<file path="config.mk">
export PLATFORM = sky130hd
export DESIGN_NAME = slice_packer_flat
export DESIGN_NICKNAME = d
export VERILOG_FILES = /design/src/rtl/slice_pkg.sv /design/src/rtl/slice_packer_if.sv /design/src/rtl/slice_accumulator.sv /design/src/rtl/slice_packer.sv /design/src/flat_wrapper.sv
export SDC_FILE = /design/constraint.sdc
export NUM_CORES = 1
export LEC_CHECK = 0
export CORE_ASPECT_RATIO = 2
export CORE_UTILIZATION = 55
export CTS_CLUSTER_SIZE = 28
export DETAILED_ROUTE_END_ITERATION = 8
export GPL_TIMING_DRIVEN = 0
export PLACE_DENSITY = 0.83
export SETUP_SLACK_MARGIN = 0.05
export SLEW_MARGIN = 10
export SYNTH_ARGS = -nofsm -noshare
export SYNTH_HDL_FRONTEND = slang
export SYNTH_SLANG_ARGS = --single-unit
</file>
<file path="constraint.sdc">
create_clock -name clk -period 3.35 [get_ports clk]
set_input_delay 0.67 -clock clk [delete_from_list [all_inputs] [get_ports clk]]
set_output_delay 0.67 -clock clk [all_outputs]
set_load 0.02 [all_outputs]
</file>
<file path="src/rtl/slice_pkg.sv">
// -----------------------------------------------------------------------------
// slice_pkg
// Shared definitions for the slice packer: default geometry, a constant-safe
// clog2 helper, and a packed word/count record that consumers of the packed
// stream can use to carry a word together with its valid-slice count.
// -----------------------------------------------------------------------------
package slice_pkg;

  localparam int SLICE_W_DEF  = 3;
  localparam int N_SLICES_DEF = 4;

  // Ceiling log2, usable in parameter expressions. clog2(1) == 0.
  function automatic int clog2(input int value);
    int result;
    int rem;
    result = 0;
    rem    = value - 1;
    while (rem > 0) begin
      result++;
      rem = rem >> 1;
    end
    return result;
  endfunction

  localparam int WORD_W_DEF  = SLICE_W_DEF * N_SLICES_DEF;
  localparam int COUNT_W_DEF = clog2(N_SLICES_DEF + 1);

  // One packed output word and the number of slices it actually carries.
  typedef struct packed {
    logic [COUNT_W_DEF-1:0] count;
    logic [WORD_W_DEF-1:0]  data;
  } word_t;

endpackage : slice_pkg

</file>
<file path="src/rtl/slice_packer_if.sv">
// -----------------------------------------------------------------------------
// slice_packer_if
// Bundles the slice input stream and the packed-word output stream of
// slice_packer.
//   master : the environment (drives slices in, accepts words out)
//   slave  : the packer itself
// Signals:
//   in_valid/in_ready/in_data/in_last       slice stream into the packer
//   out_valid/out_ready/out_data/out_count/out_last  word stream out
// -----------------------------------------------------------------------------
interface slice_packer_if
  import slice_pkg::*;
#(
  parameter int SLICE_W  = SLICE_W_DEF,
  parameter int N_SLICES = N_SLICES_DEF
);

  localparam int WORD_W  = SLICE_W * N_SLICES;
  localparam int COUNT_W = clog2(N_SLICES + 1);

  logic               in_valid;
  logic               in_ready;
  logic [SLICE_W-1:0] in_data;
  logic               in_last;

  logic               out_valid;
  logic               out_ready;
  logic [WORD_W-1:0]  out_data;
  logic [COUNT_W-1:0] out_count;
  logic               out_last;

  modport master (
    output in_valid, in_data, in_last, out_ready,
    input  in_ready, out_valid, out_data, out_count, out_last
  );

  modport slave (
    input  in_valid, in_data, in_last, out_ready,
    output in_ready, out_valid, out_data, out_count, out_last
  );

endinterface : slice_packer_if

</file>
<file path="src/rtl/slice_accumulator.sv">
// -----------------------------------------------------------------------------
// slice_accumulator
// Holds the partially assembled word and the index of the next slice slot.
// Presents, combinationally, the word as it would look with the current input
// slice merged in, the resulting slice count, and whether this beat closes the
// word. State advances only on an accepted beat.
// Ports:
//   clk, rst     clock, synchronous active-high reset
//   beat_i       an input slice is accepted this cycle
//   data_i       slice payload
//   last_i       slice closes the word early
//   word_o       accumulator merged with data_i at the current index
//   count_o      number of slices in word_o (idx + 1)
//   complete_o   this beat finishes a word (full or closed by last_i)
// -----------------------------------------------------------------------------
module slice_accumulator
  import slice_pkg::*;
#(
  parameter int SLICE_W  = SLICE_W_DEF,
  parameter int N_SLICES = N_SLICES_DEF
) (
  input  logic                                 clk,
  input  logic                                 rst,
  input  logic                                 beat_i,
  input  logic [SLICE_W-1:0]                   data_i,
  input  logic                                 last_i,
  output logic [SLICE_W*N_SLICES-1:0]          word_o,
  output logic [clog2(N_SLICES+1)-1:0]         count_o,
  output logic                                 complete_o
);

  localparam int WORD_W  = SLICE_W * N_SLICES;
  localparam int COUNT_W = clog2(N_SLICES + 1);
  localparam int IDX_W   = clog2(N_SLICES);

  logic [WORD_W-1:0] acc_q, acc_d;
  logic [IDX_W-1:0]  idx_q, idx_d;

  // Slots at and above idx_q are always zero in acc_q, so overwriting the
  // current slot yields the merged word with zero-filled upper slices.
  always_comb begin
    // NOTE: every signal written in always_comb gets a default first so no
    // path leaves it unassigned and infers a latch.
    word_o = acc_q;
    for (int k = 0; k < N_SLICES; k++) begin
      if (idx_q == IDX_W'(k)) begin
        word_o[k*SLICE_W +: SLICE_W] = data_i;
      end
    end
  end

  assign complete_o = last_i || (idx_q == IDX_W'(N_SLICES - 1));
  assign count_o    = COUNT_W'(idx_q) + COUNT_W'(1);

  always_comb begin
    acc_d = acc_q;
    idx_d = idx_q;
    if (beat_i) begin
      if (complete_o) begin
        acc_d = '0;
        idx_d = '0;
      end else begin
        acc_d = word_o;
        idx_d = idx_q + IDX_W'(1);
      end
    end
  end

  // NOTE: sequential state uses non-blocking assignments so every register
  // samples the pre-edge values, independent of statement order.
  always_ff @(posedge clk) begin
    if (rst) begin
      acc_q <= '0;
      idx_q <= '0;
    end else begin
      acc_q <= acc_d;
      idx_q <= idx_d;
    end
  end

endmodule : slice_accumulator

</file>
<file path="src/rtl/slice_packer.sv">
// -----------------------------------------------------------------------------
// slice_packer
// Packs a stream of SLICE_W-bit slices LSB-first into WORD_W-bit words. A word
// closes after N_SLICES slices or early on in_last, and appears on a registered
// output one cycle after its closing slice is accepted, with the count of
// valid slices and a flag saying whether in_last closed it.
// Ports:
//   clk     single clock
//   rst     synchronous active-high reset
//   bus_if  slice_packer_if.slave: slice input stream and word output stream
// -----------------------------------------------------------------------------
module slice_packer
  import slice_pkg::*;
#(
  parameter int SLICE_W  = SLICE_W_DEF,
  parameter int N_SLICES = N_SLICES_DEF
) (
  input  logic           clk,
  input  logic           rst,
  slice_packer_if.slave  bus_if
);

  localparam int WORD_W  = SLICE_W * N_SLICES;
  localparam int COUNT_W = clog2(N_SLICES + 1);

  if (N_SLICES < 2) begin : g_bad_n_slices
    $error("slice_packer: N_SLICES must be at least 2");
  end

  logic               accept;
  logic [WORD_W-1:0]  merged_word;
  logic [COUNT_W-1:0] merged_count;
  logic               word_done;

  logic               out_valid_q, out_valid_d;
  logic [WORD_W-1:0]  out_data_q,  out_data_d;
  logic [COUNT_W-1:0] out_count_q, out_count_d;
  logic               out_last_q,  out_last_d;

  // A slice may enter whenever the output register is empty or being drained
  // this cycle; this applies to every beat, completing or not.
  assign bus_if.in_ready = !out_valid_q || bus_if.out_ready;
  assign accept          = bus_if.in_valid && bus_if.in_ready;

  slice_accumulator #(
    .SLICE_W  (SLICE_W),
    .N_SLICES (N_SLICES)
  ) u_acc (
    .clk        (clk),
    .rst        (rst),
    .beat_i     (accept),
    .data_i     (bus_if.in_data),
    .last_i     (bus_if.in_last),
    .word_o     (merged_word),
    .count_o    (merged_count),
    .complete_o (word_done)
  );

  // A completing beat reloads the output register even if the current word is
  // being accepted in the same cycle, so out_valid stays high across handoff.
  // Payload fields hold after a drain.
  always_comb begin
    out_valid_d = out_valid_q;
    out_data_d  = out_data_q;
    out_count_d = out_count_q;
    out_last_d  = out_last_q;
    if (accept && word_done) begin
      out_valid_d = 1'b1;
      out_data_d  = merged_word;
      out_count_d = merged_count;
      out_last_d  = bus_if.in_last;
    end else if (out_valid_q && bus_if.out_ready) begin
      out_valid_d = 1'b0;
    end
  end

  always_ff @(posedge clk) begin
    if (rst) begin
      out_valid_q <= 1'b0;
      out_data_q  <= '0;
      out_count_q <= '0;
      out_last_q  <= 1'b0;
    end else begin
      out_valid_q <= out_valid_d;
      out_data_q  <= out_data_d;
      out_count_q <= out_count_d;
      out_last_q  <= out_last_d;
    end
  end

  assign bus_if.out_valid = out_valid_q;
  assign bus_if.out_data  = out_data_q;
  assign bus_if.out_count = out_count_q;
  assign bus_if.out_last  = out_last_q;

endmodule : slice_packer

</file>
<file path="src/flat_wrapper.sv">
// flat-port wrapper written by rule: the top's interface ports become plain ports
module slice_packer_flat import slice_pkg::*;
#(
  parameter int SLICE_W  = SLICE_W_DEF,
  parameter int N_SLICES = N_SLICES_DEF
)
  (clk, rst, bus_if_in_valid, bus_if_in_data, bus_if_in_last, bus_if_out_ready, bus_if_in_ready, bus_if_out_valid, bus_if_out_data, bus_if_out_count, bus_if_out_last);
  slice_packer_if #(.SLICE_W(SLICE_W), .N_SLICES(N_SLICES)) bus_if_i ();
  input  logic clk;
  input  logic rst;
  input wire logic [$bits(bus_if_i.in_valid)-1:0] bus_if_in_valid;
  input wire logic [$bits(bus_if_i.in_data)-1:0] bus_if_in_data;
  input wire logic [$bits(bus_if_i.in_last)-1:0] bus_if_in_last;
  input wire logic [$bits(bus_if_i.out_ready)-1:0] bus_if_out_ready;
  output wire logic [$bits(bus_if_i.in_ready)-1:0] bus_if_in_ready;
  output wire logic [$bits(bus_if_i.out_valid)-1:0] bus_if_out_valid;
  output wire logic [$bits(bus_if_i.out_data)-1:0] bus_if_out_data;
  output wire logic [$bits(bus_if_i.out_count)-1:0] bus_if_out_count;
  output wire logic [$bits(bus_if_i.out_last)-1:0] bus_if_out_last;
  assign bus_if_i.in_valid = bus_if_in_valid;
  assign bus_if_i.in_data = bus_if_in_data;
  assign bus_if_i.in_last = bus_if_in_last;
  assign bus_if_i.out_ready = bus_if_out_ready;
  assign bus_if_in_ready = bus_if_i.in_ready;
  assign bus_if_out_valid = bus_if_i.out_valid;
  assign bus_if_out_data = bus_if_i.out_data;
  assign bus_if_out_count = bus_if_i.out_count;
  assign bus_if_out_last = bus_if_i.out_last;
  slice_packer #(.SLICE_W(SLICE_W), .N_SLICES(N_SLICES)) u_core (.clk(clk), .rst(rst), .bus_if(bus_if_i));
endmodule
</file>
==> implementation parameters, run 1 <==
Parameter                              Value

STA
  Hold Violations, Final    0
  Setup violation total in the final timing report    0
  Max frequency    0.351 GHz
  Post-layout min period    2850 ps
  Clock tree skew after final layout    8.26 ps
  Setup repair after global routing missed its margin    false
  Worst slew margin    0.591
  Worst hold slack    456 ps
  Period utilization    0.850
  Slew at the pin with the worst max-slew slack    614 ps
  Post-Route Setup TNS    0 ps
  Number of slew-limit violations in the final report    0
  Worst-case setup margin in the final layout    503 ps

Synth
  Cell with the most instances after synthesis    sky130_fd_sc_hd__dfxtp_1
  Cell area after synthesis    1460 um2
  Register area share after synthesis    0.426
  Avg Synthesized Cell Area    9.46 um2
  Most frequent cells after synthesis    sky130_fd_sc_hd__dfxtp_1 (31), sky130_fd_sc_hd__inv_1 (24), sky130_fd_sc_hd__nor4_1 (13), sky130_fd_sc_hd__mux2_2 (12), sky130_fd_sc_hd__o32ai_1 (9)
  Biggest area contributors in the synthesized netlist    sky130_fd_sc_hd__dfxtp_1 (43%), sky130_fd_sc_hd__mux2_2 (9.3%), sky130_fd_sc_hd__a211oi_2 (6.9%)
  Post-synth top area cell    sky130_fd_sc_hd__dfxtp_1
  Synth Instances    154
  #FFs+latches synth    31
  Top FF cell, synth    sky130_fd_sc_hd__dfxtp_1
  Post-synth top area share    0.426
  Post-synth ARST share    0
  Synthesized netlist net count    166
  Distinct cell type count after synthesis    28
  Number of enable flip-flop cells after synthesis    0
  Count of synthesis-stage warnings from yosys    0

Die
  Core Area    2540 um2
  Horizontal die dimension    38.4 um
  IO Count    26
  Number of core rows    26
  Starting density of the core    0.574
  Die span in y    74.8 um
  Total die area    2870 um2

Layout
  Diodes inserted    0
  Nets@finish    196
  Fill count    206
  Proportion of layout cells with a drive suffix above 1    0.189
  Util after Layout    0.711
  Post-synthesis to final-layout area growth    23.8%

Routing
  Detail Route Antenna Nets    0
  Number of DRC violations after detailed-routing iteration 0    63
  Iteration count of the initial detailed-routing pass    7
  Detail-routed via count per cell    6.10
  Detailed Route WL    3380 um
  Wire length per cell    15.9 um
  Count of vias placed by the detailed router    1300
  Residual DRC count    0

Global routing
  Total congestion overflow    0
  Number of antenna violations at the first check in global routing    0
  Total global routing track utilization    0.274
  Number of global-route vias before repair    1280
  Pin count of the biggest net entering global routing    11
  First-pass GRT wire length    5590 um

Clock tree
  Clock latency on the worst-skew pair    290 ps
  TritonCTS buffer count    5
  Clock slew at the register clock pins of the worst setup and hold paths    60 ps
  Depth of the CTS H-tree    2
  Cell at the root of the clock tree    sky130_fd_sc_hd__clkbuf_8
  Total setup buffers inserted after CTS    0
  Number of buffers on the longest clock path    2
  Hold-fix buffers, CTS    0
  TritonCTS clock tree    built
  Clock sinks    31
  Post_cts resized    0

Placement
  Placement Setup Slack    533 ps
  Detailed Place HPWL    2480 um
  Count of port buffers added during placement    23
  Routability cong.    0.932

Hold path
  Type of the worst min-delay path    flip-flop to flip-flop
  Hold Path Origin    u_core.bus_if.out_data[3]
  End point of the most critical hold path    u_core.bus_if.out_data[3]
  Number of cells traversed by the worst hold path    2

Critical path
  Cell family with most CP delay    buffers and inverters
  Flop2flop setup slack    1510 ps
  Cell-by-cell listing of the critical path    clkdlybuf4s50_1 > nor2b_1 > buf_2 > inv_2 > clkdlybuf4s50_1
  Maximum fanout along the worst path    10
  Arrival time at the worst endpoint    2180 ps
  Standard cell with the maximum stage delay on the critical path    sky130_fd_sc_hd__clkdlybuf4s50_1
  Worst setup SP type    input port
  Cell repeated most along the worst path    sky130_fd_sc_hd__clkdlybuf4s50_1
  Critical setup path kind    input port to primary output
  Max stage delay on crit path    640 ps
  Startpoint of the worst register-to-register path    u_core.u_acc.idx_q[0]
  Crit path capture type    primary output
  Data required, critical path    2680 ps
  Register-to-Register Path Depth    7
  Endpoint of the lowest-slack register-to-register path    u_core.bus_if.out_data[7]
  Critical path buffer and inverter count    4

Pwr
  Power per unit of standard cell area    446 nW/um2
  Post-layout total power    0.804 mW
  Leakage power    0.659 nW
  Maximum resistive drop on vdd    363 uV

Run
  Max-cap violations    0

Status
  Status    completed
## per-layer routing
metal  vias up  global-route usage  share of wire  routed length (um)
li1        618                   -              -                   -
met1       619               0.290           0.36                1220
met2        53               0.501           0.56                1910
met3        10              0.0708          0.056                 191
met4         0              0.0920          0.018                  62
met5         -                   0              0                   0
## state kept, by name, summed over array words and instances (netlist names)
register,cells
u_core.bus_if.out_data,12
u_core.u_acc.acc_q,12
u_core.bus_if.out_count,3
u_core.u_acc.idx_q,2
u_core.bus_if.out_last,1
u_core.bus_if.out_valid,1
## worst min-delay path, delay by kind of cell, from the launching register on
family | cells | cell delay (ps)
buf+inv | 1 | 50
flops | 1 | 310
compound gates | 1 | 50
## worst max path at each step
stage	slack (ps)	start	to	depth (start not counted)
CTS	520	bus_if_out_ready	bus_if_in_ready	5
global placement	540	bus_if_out_ready	bus_if_in_ready	5
finish	500	bus_if_out_ready	bus_if_in_ready	5
floorplan	1570	bus_if_in_valid	u_core.bus_if.out_count[0]	6
detailed placement	530	bus_if_out_ready	bus_if_in_ready	5
global route	430	bus_if_out_ready	bus_if_in_ready	5
## cell usage in the layout, fill, tap and decap left out, drive strengths merged, types with 5 or more instances in the layout
| cell | n |
|---|---|
| buf | 8 |
| a211oi | 13 |
| nor3 | 6 |
| nand4 | 5 |
| nand2 | 6 |
| dfxtp | 31 |
| clkdlybuf4s50 | 23 |
| nor4 | 13 |
| inv | 26 |
| clkbuf | 10 |
| o32ai | 9 |
| mux2 | 12 |
## area by class of cell
| type | instances | area, um2 | share of cell area |
|---|---|---|---|
| Buffer | 11 | 57.6 | 0.0319 |
| Clock buffer | 7 | 76.3 | 0.0423 |
| Clock inverter | 1 | 5.00 | 0.00278 |
| Inverter | 27 | 101 | 0.0562 |
| Multi-Input combinational cell | 85 | 677 | 0.375 |
| Sequential cell | 31 | 621 | 0.344 |
| Tap cell | 28 | 35.0 | 0.0194 |
| Timing Repair Buffer | 23 | 230 | 0.128 |
## per-stage QoR
step / cell area, um2 / std cells
4_1_cts: 1800 / 213
2_1_floorplan: 1460 / 154
3_5_place_dp: 1720 / 205
6_report: 1800 / 213
5_1_grt: 1800 / 213
3_3_place_gp: 1720 / 205
## kinds of logic (layout without fill, tap and decap cells)
kind of cell    Yosys count  count (layout)  share of synthesized area
simple gates             39              39                      0.155
buf+inv                  38              69                      0.109
flops                    31              31                      0.426
compound gates           29              29                      0.176
mux                      13              13                     0.0997
fa+ha+maj                 4               4                     0.0344
## power breakdown
group	switching [mW]	internal [mW]	total (mW)
Combinational	0.0742	0.0567	0.131
Clock	0.135	0.145	0.280
Sequential	0.00822	0.384	0.393
Total	0.217	0.587	0.804
Note: power is estimated with default switching activity, not from simulation.
==> run 2, diff against run 1 <==
- CORE_UTILIZATION: 55 -> 46
- PLACE_DENSITY: 0.83 -> 0.74
- clock period: 3.35 -> 2.4 ns (I/O delays scaled with it)
==> implementation parameters, run 2 (synthesis gave the netlist of run 1 again) <==
Parameter                              Value

Critical path
  Crit path capture type    primary output
  Cell family with most CP delay    buffers and inverters
  Levels on crit path    5
  Worst setup SP type    input port
  Critical setup path kind    input port to primary output
  Arrival time at the worst endpoint    1760 ps
  Maximum fanout along the worst path    10
  Startpoint of the worst register-to-register path    u_core.u_acc.idx_q[0]
  Register-to-Register Path Depth    7
  Critical path buffer and inverter count    4
  Cell-by-cell listing of the critical path    clkdlybuf4s50_1 > nor2b_1 > buf_2 > inv_2 > dlygate4sd2_1
  Launch point of the worst path    bus_if_out_ready
  Standard cell with the maximum stage delay on the critical path    sky130_fd_sc_hd__clkdlybuf4s50_1
  Data required, critical path    1920 ps
  Max stage delay on crit path    400 ps

STA
  Slew at the pin with the worst max-slew slack    632 ps
  Worst-case setup margin in the final layout    164 ps
  Setup violation total in the final timing report    0
  Max frequency    0.447 GHz
  Clock tree skew after final layout    10.2 ps
  Number of slew-limit violations in the final report    0
  Hold Violations, Final    0
  Setup repair after global routing missed its margin    false
  Worst slew margin    0.578
  Worst hold slack    462 ps
  Post-layout min period    2240 ps
  Period utilization    0.932

Layout
  Proportion of layout cells with a drive suffix above 1    0.200
  Post-route insts no fill    215
  Fill count    251
  Post-synthesis to final-layout area growth    26.4%
  Nets@finish    196
  Commonest non-fill, non-tap cells in the layout    sky130_fd_sc_hd__dfxtp_1 (31), sky130_fd_sc_hd__inv_1 (24), sky130_fd_sc_hd__clkdlybuf4s50_1 (22)
  Diodes inserted    0
  Finished Cell Area    1840 um2
  Commonest non-fill, non-tap cell in the layout    sky130_fd_sc_hd__dfxtp_1

Pwr
  Leakage power    0.676 nW
  Post-layout total power    1.26 mW
  Maximum resistive drop on vdd    766 uV
  Power per unit of standard cell area    683 nW/um2

Placement
  Placed Cells    207
  Detailed Place HPWL    2600 um
  Routability cong.    0.997
  Instance area after placement    1720 um2
  Count of port buffers added during placement    23
  Placement Setup Slack    -37.7 ps

Hold path
  Number of cells traversed by the worst hold path    2
  Hold Path Origin    u_core.bus_if.out_data[8]
  Type of the worst min-delay path    flip-flop to flip-flop

Clock tree
  Number of buffers on the longest clock path    2
  Clock sinks    31
  Clock latency on the worst-skew pair    280 ps
  Clock slew at the register clock pins of the worst setup and hold paths    70 ps
  Depth of the CTS H-tree    2
  Hold-fix buffers, CTS    0
  TritonCTS buffer count    5
  Cell at the root of the clock tree    sky130_fd_sc_hd__clkbuf_8
  TritonCTS clock tree    built
  Total setup buffers inserted after CTS    0
  Post_cts resized    1

Global routing
  Number of antenna violations at the first check in global routing    0
  Total congestion overflow    0
  Pin count of the biggest net entering global routing    11
  Number of global-route vias before repair    1343
  Total global routing track utilization    0.228
  First-pass GRT wire length    5880 um

Routing
  Detail Route Antenna Nets    0
  Detailed Route WL    3520 um
  Detail-routed via count per cell    6.02
  Count of vias placed by the detailed router    1295
  Number of DRC violations after detailed-routing iteration 0    25
  Residual DRC count    0
  Iteration count of the initial detailed-routing pass    4
  Wire length per cell    16.4 um

Run
  Max-cap violations    0

Die
  Total die area    3410 um2
  Die span in y    81.6 um
  Horizontal die dimension    41.8 um
  IO Count    26
  Number of core rows    28
  Starting density of the core    0.489
  Core Area    2980 um2

Status
  Status    completed
[run 2: cell count changes in the layout (fill, tap and decap cells not counted), sizes merged]
cell           before  now
clkdlybuf4s50      23   22
dlygate4sd2         0    1
clkbuf             10    9
bufinv              0    1
[run 2: final timing paths]
check | to | slack (ps)
worst max register to register | u_core.bus_if.out_count[0] | 610
worst min-delay path | u_core.bus_if.out_data[8] | 460
worst max-delay path | bus_if_in_ready | 160
worst min register to register | u_core.bus_if.out_data[8] | 460
[run 2: layout make-up]
cell class	instances	area, um2	share of cell area
multi-input combinational	85	677	0.368
inverter	27	101	0.0551
clock buffer	6	82.6	0.0449
buffer	11	57.6	0.0313
timing repair buffer	23	229	0.124
clock inverter	2	35.0	0.0190
tap	30	37.5	0.0204
sequential	31	621	0.337
[run 2: routing by layer]
metal | up-vias | track usage | routed length [um]
met3 | 17 | 0.0462 | 109
met5 | - | 0 | 0
met2 | 37 | 0.411 | 1970
met1 | 624 | 0.229 | 1290
met4 | 0 | 0.155 | 155
li1 | 617 | - | -
[run 2: worst register-to-register path: stages (launching register included)]
cell                       delay, ps
sky130_fd_sc_hd__dfxtp_1         370
sky130_fd_sc_hd__ha_1            150
sky130_fd_sc_hd__buf_2           220
sky130_fd_sc_hd__nor2_4          100
sky130_fd_sc_hd__or3_1           310
sky130_fd_sc_hd__buf_2           180
sky130_fd_sc_hd__buf_6           160
sky130_fd_sc_hd__a211oi_2        210
[run 2: power breakdown]
part / internal, mW / switching (mW)
sequential: 0.536 / 0.0106
combinational: 0.0787 / 0.105
clock: 0.336 / 0.192
[run 2: through the flow]
step,utilization,TNS [ps]
finish,0.618,0
global route,0.618,0
CTS,0.618,0
detailed placement,0.579,-37.7
global placement,0.579,-26.2
floorplan,-,0
==> run 3, diff against run 2 <==
- SYNTH_HIERARCHICAL: unset -> 1
==> implementation parameters, run 3 <==
Parameter                              Value

Routing
  Wire length per cell    15.1 um
  Detailed Route WL    2900 um
  Residual DRC count    0
  Number of DRC violations after detailed-routing iteration 0    12
  Detail-routed via count per cell    5.32
  Iteration count of the initial detailed-routing pass    2
  Detail Route Antenna Nets    0
  Count of vias placed by the detailed router    1021

Pwr
  Net switching power    0.245 mW
  Leakage power    0.687 nW
  Internal power of the cells    0.788 mW
  Maximum resistive drop on vdd    456 uV
  Clock network fraction of design power    0.356
  Switching power share of the total    0.237
  Combinational group share of total power    0.127
  Sequential cell fraction of total power    0.517
  Power per unit of standard cell area    565 nW/um2

Synth
  Biggest area contributors in the synthesized netlist    sky130_fd_sc_hd__dfxtp_1 (42%), sky130_fd_sc_hd__nand2b_1 (14%), sky130_fd_sc_hd__mux2i_1 (11%)
  Register area share after synthesis    0.422
  Xor/xnor share of the synthesized area    0
  Adder and majority gate portion of the synthesized area    0.0341
  Fraction of the mapped netlist area in compound gates    0.0690
  Top FF cell, synth    sky130_fd_sc_hd__dfxtp_1
  Post-synth top area share    0.422
  Cell area after synthesis    1470 um2
  Count of synthesis-stage warnings from yosys    6
  Synthesized netlist net count    143
  Distinct cell type count after synthesis    22
  Cell with the most instances after synthesis    sky130_fd_sc_hd__nand2b_1
  Avg Synthesized Cell Area    11.2 um2
  Synth Instances    131
  Post-synth top area cell    sky130_fd_sc_hd__dfxtp_1
  Post-Synth Simple-Gate Area    0.229
  Most frequent cells after synthesis    sky130_fd_sc_hd__nand2b_1 (34), sky130_fd_sc_hd__dfxtp_1 (31), sky130_fd_sc_hd__mux2i_1 (16), sky130_fd_sc_hd__mux2_2 (12), sky130_fd_sc_hd__a22o_1 (9)
  Number of enable flip-flop cells after synthesis    0
  #FFs+latches synth    31
  Multiplexer area fraction after synthesis    0.201
  Combinational family with the most area after synthesis    simple AND/OR/NAND/NOR gates
  Post-synth ARST share    0

Global routing
  Total global routing track utilization    0.186
  Total congestion overflow    0
  Met3 global-route usage    0.0462
  Number of antenna violations at the first check in global routing    0
  Met1 usage in global routing    0.184
  Pin count of the biggest net entering global routing    11
  Gr busiest metal    met2
  First-pass GRT wire length    4770 um
  Number of global-route vias before repair    1061
  Global routing met2 resource utilization    0.334

STA
  Max frequency    0.464 GHz
  Post-Route Setup TNS    0 ps
  Clock tree skew after final layout    4.17 ps
  Setup violation total in the final timing report    0
  Setup repair after global routing missed its margin    false
  Post-layout min period    2150 ps
  Period utilization    0.898
  Hold Violations, Final    0
  Worst slew margin    0.567
  Slew at the pin with the worst max-slew slack    647 ps
  Number of slew-limit violations in the final report    0

Clock tree
  Post_cts resized    0
  Clock slew at the register clock pins of the worst setup and hold paths    60 ps
  Depth of the CTS H-tree    2
  Clock sinks    31
  Clock latency on the worst-skew pair    280 ps
  Total setup buffers inserted after CTS    0
  Hold-fix buffers, CTS    0
  Number of buffers on the longest clock path    2
  TritonCTS buffer count    5
  Cell at the root of the clock tree    sky130_fd_sc_hd__clkbuf_8
  TritonCTS clock tree    built

Critical path
  Crit path capture type    primary output
  Critical setup path kind    input port to primary output
  Flop2flop setup slack    720 ps
  Endpoint of the lowest-slack register-to-register path    u_core/bus_if.out_count[1]
  Worst setup SP type    input port
  Maximum fanout along the worst path    4
  Data required, critical path    1920 ps
  Startpoint of the worst register-to-register path    u_core/u_acc/idx_q[0]
  Arrival time at the worst endpoint    1670 ps
  Register-to-Register Path Depth    8

Layout
  Post-synthesis to final-layout area growth    24.5%
  Proportion of layout cells with a drive suffix above 1    0.160
  Nets@finish    175
  Util after Layout    0.607
  Commonest non-fill, non-tap cells in the layout    sky130_fd_sc_hd__nand2b_1 (34), sky130_fd_sc_hd__dfxtp_1 (31), sky130_fd_sc_hd__clkdlybuf4s50_1 (25)
  Commonest non-fill, non-tap cell in the layout    sky130_fd_sc_hd__nand2b_1
  Diodes inserted    0

Run
  Max-cap violations    0

Hold path
  Type of the worst min-delay path    flip-flop to flip-flop
  Number of cells traversed by the worst hold path    1
  End point of the most critical hold path    u_core/u_acc/acc_q[9]
  Hold Path Origin    u_core/u_acc/acc_q[9]

Die
  Starting density of the core    0.488
  Number of core rows    28
  Horizontal die dimension    42.0 um
  Core Area    3010 um2
  Die span in y    81.9 um
  IO Count    26
  Total die area    3440 um2

Placement
  Routability cong.    0.809
  Detailed Place HPWL    2180 um
  Count of port buffers added during placement    25

Status
  Status    completed
run 3: changes by cell type in the layout (fill, tap and decap cells not counted), sizes merged, moves of 4 or more:
cell	delta
nand2	-5
a211oi	-13
nor3	-6
nand2b	+35
nand4	-5
mux2i	+15
buf	-5
and3	-4
o32ai	-9
a22o	+8
nor4	-13
inv	-24
run 3: cell type report:
| type | count | area (um2) |
|---|---|---|
| fillers | 265 | 1180 |
| multi-input cells | 91 | 783 |
| flip-flops and latches | 31 | 621 |
| repair buffers | 25 | 250 |
| clock buffers | 6 | 72.6 |
| plain buffers | 7 | 57.6 |
| well taps | 30 | 37.5 |
| inverters | 2 | 7.51 |
run 3: cells by family after synthesis:
kind of cell,count (synthesis)
AOI/OAI and AO/OA,13
adders and majority gates,4
buffers and inverters,9
DFF,31
muxes,28
and+or+nand+nor,46
run 3: critical path: stages:
cell and delay (ps):
sky130_fd_sc_hd__clkdlybuf4s50_1 460, sky130_fd_sc_hd__nand2b_4 130, sky130_fd_sc_hd__clkdlybuf4s50_1 610
run 3: per-stage QoR:
| stage | total power [mW] | hold slack, ps | std cells | area (um2) | worst slack, ps |
|---|---|---|---|---|---|
| final | 1.03 | 474 | 192 | 1830 | 245 |
| after floorplan | 0.628 | 439 | 131 | 1470 | 821 |
| after CTS | 1.04 | 474 | 192 | 1830 | 231 |
| after global placement | 0.672 | 452 | 186 | 1760 | 261 |
| after detailed placement | 0.677 | 455 | 186 | 1760 | 237 |
| after global routing | 1.07 | 483 | 192 | 1830 | 209 |
run 3: how the worst max path moves through the flow:
stage / endpoint / slack, ps / startpoint / cells past startpoint
floorplan: u_core/bus_if.out_count[0] / 820 / u_core/u_acc/idx_q[0] / 8
global placement: bus_if_in_ready / 260 / bus_if_out_ready / 3
detailed placement: bus_if_in_ready / 240 / bus_if_out_ready / 3
CTS: bus_if_in_ready / 230 / bus_if_out_ready / 3
global route: bus_if_in_ready / 210 / bus_if_out_ready / 3
finish: bus_if_in_ready / 250 / bus_if_out_ready / 3
run 3: layer usage:
layer | vias up | wire, um
met4 | 0 | 136
met5 | - | 0
met3 | 12 | 116
li1 | 508 | -
met2 | 28 | 1520
met1 | 473 | 1120
run 3: power groups by stage:
stage,combinational (mW),sequential (mW),clock [mW]
3_5_place_dp,0.132,0.545,0
6_report,0.131,0.534,0.368
2_1_floorplan,0.0753,0.553,0
4_1_cts,0.132,0.534,0.377
5_1_grt,0.140,0.535,0.394
3_3_place_gp,0.128,0.544,0
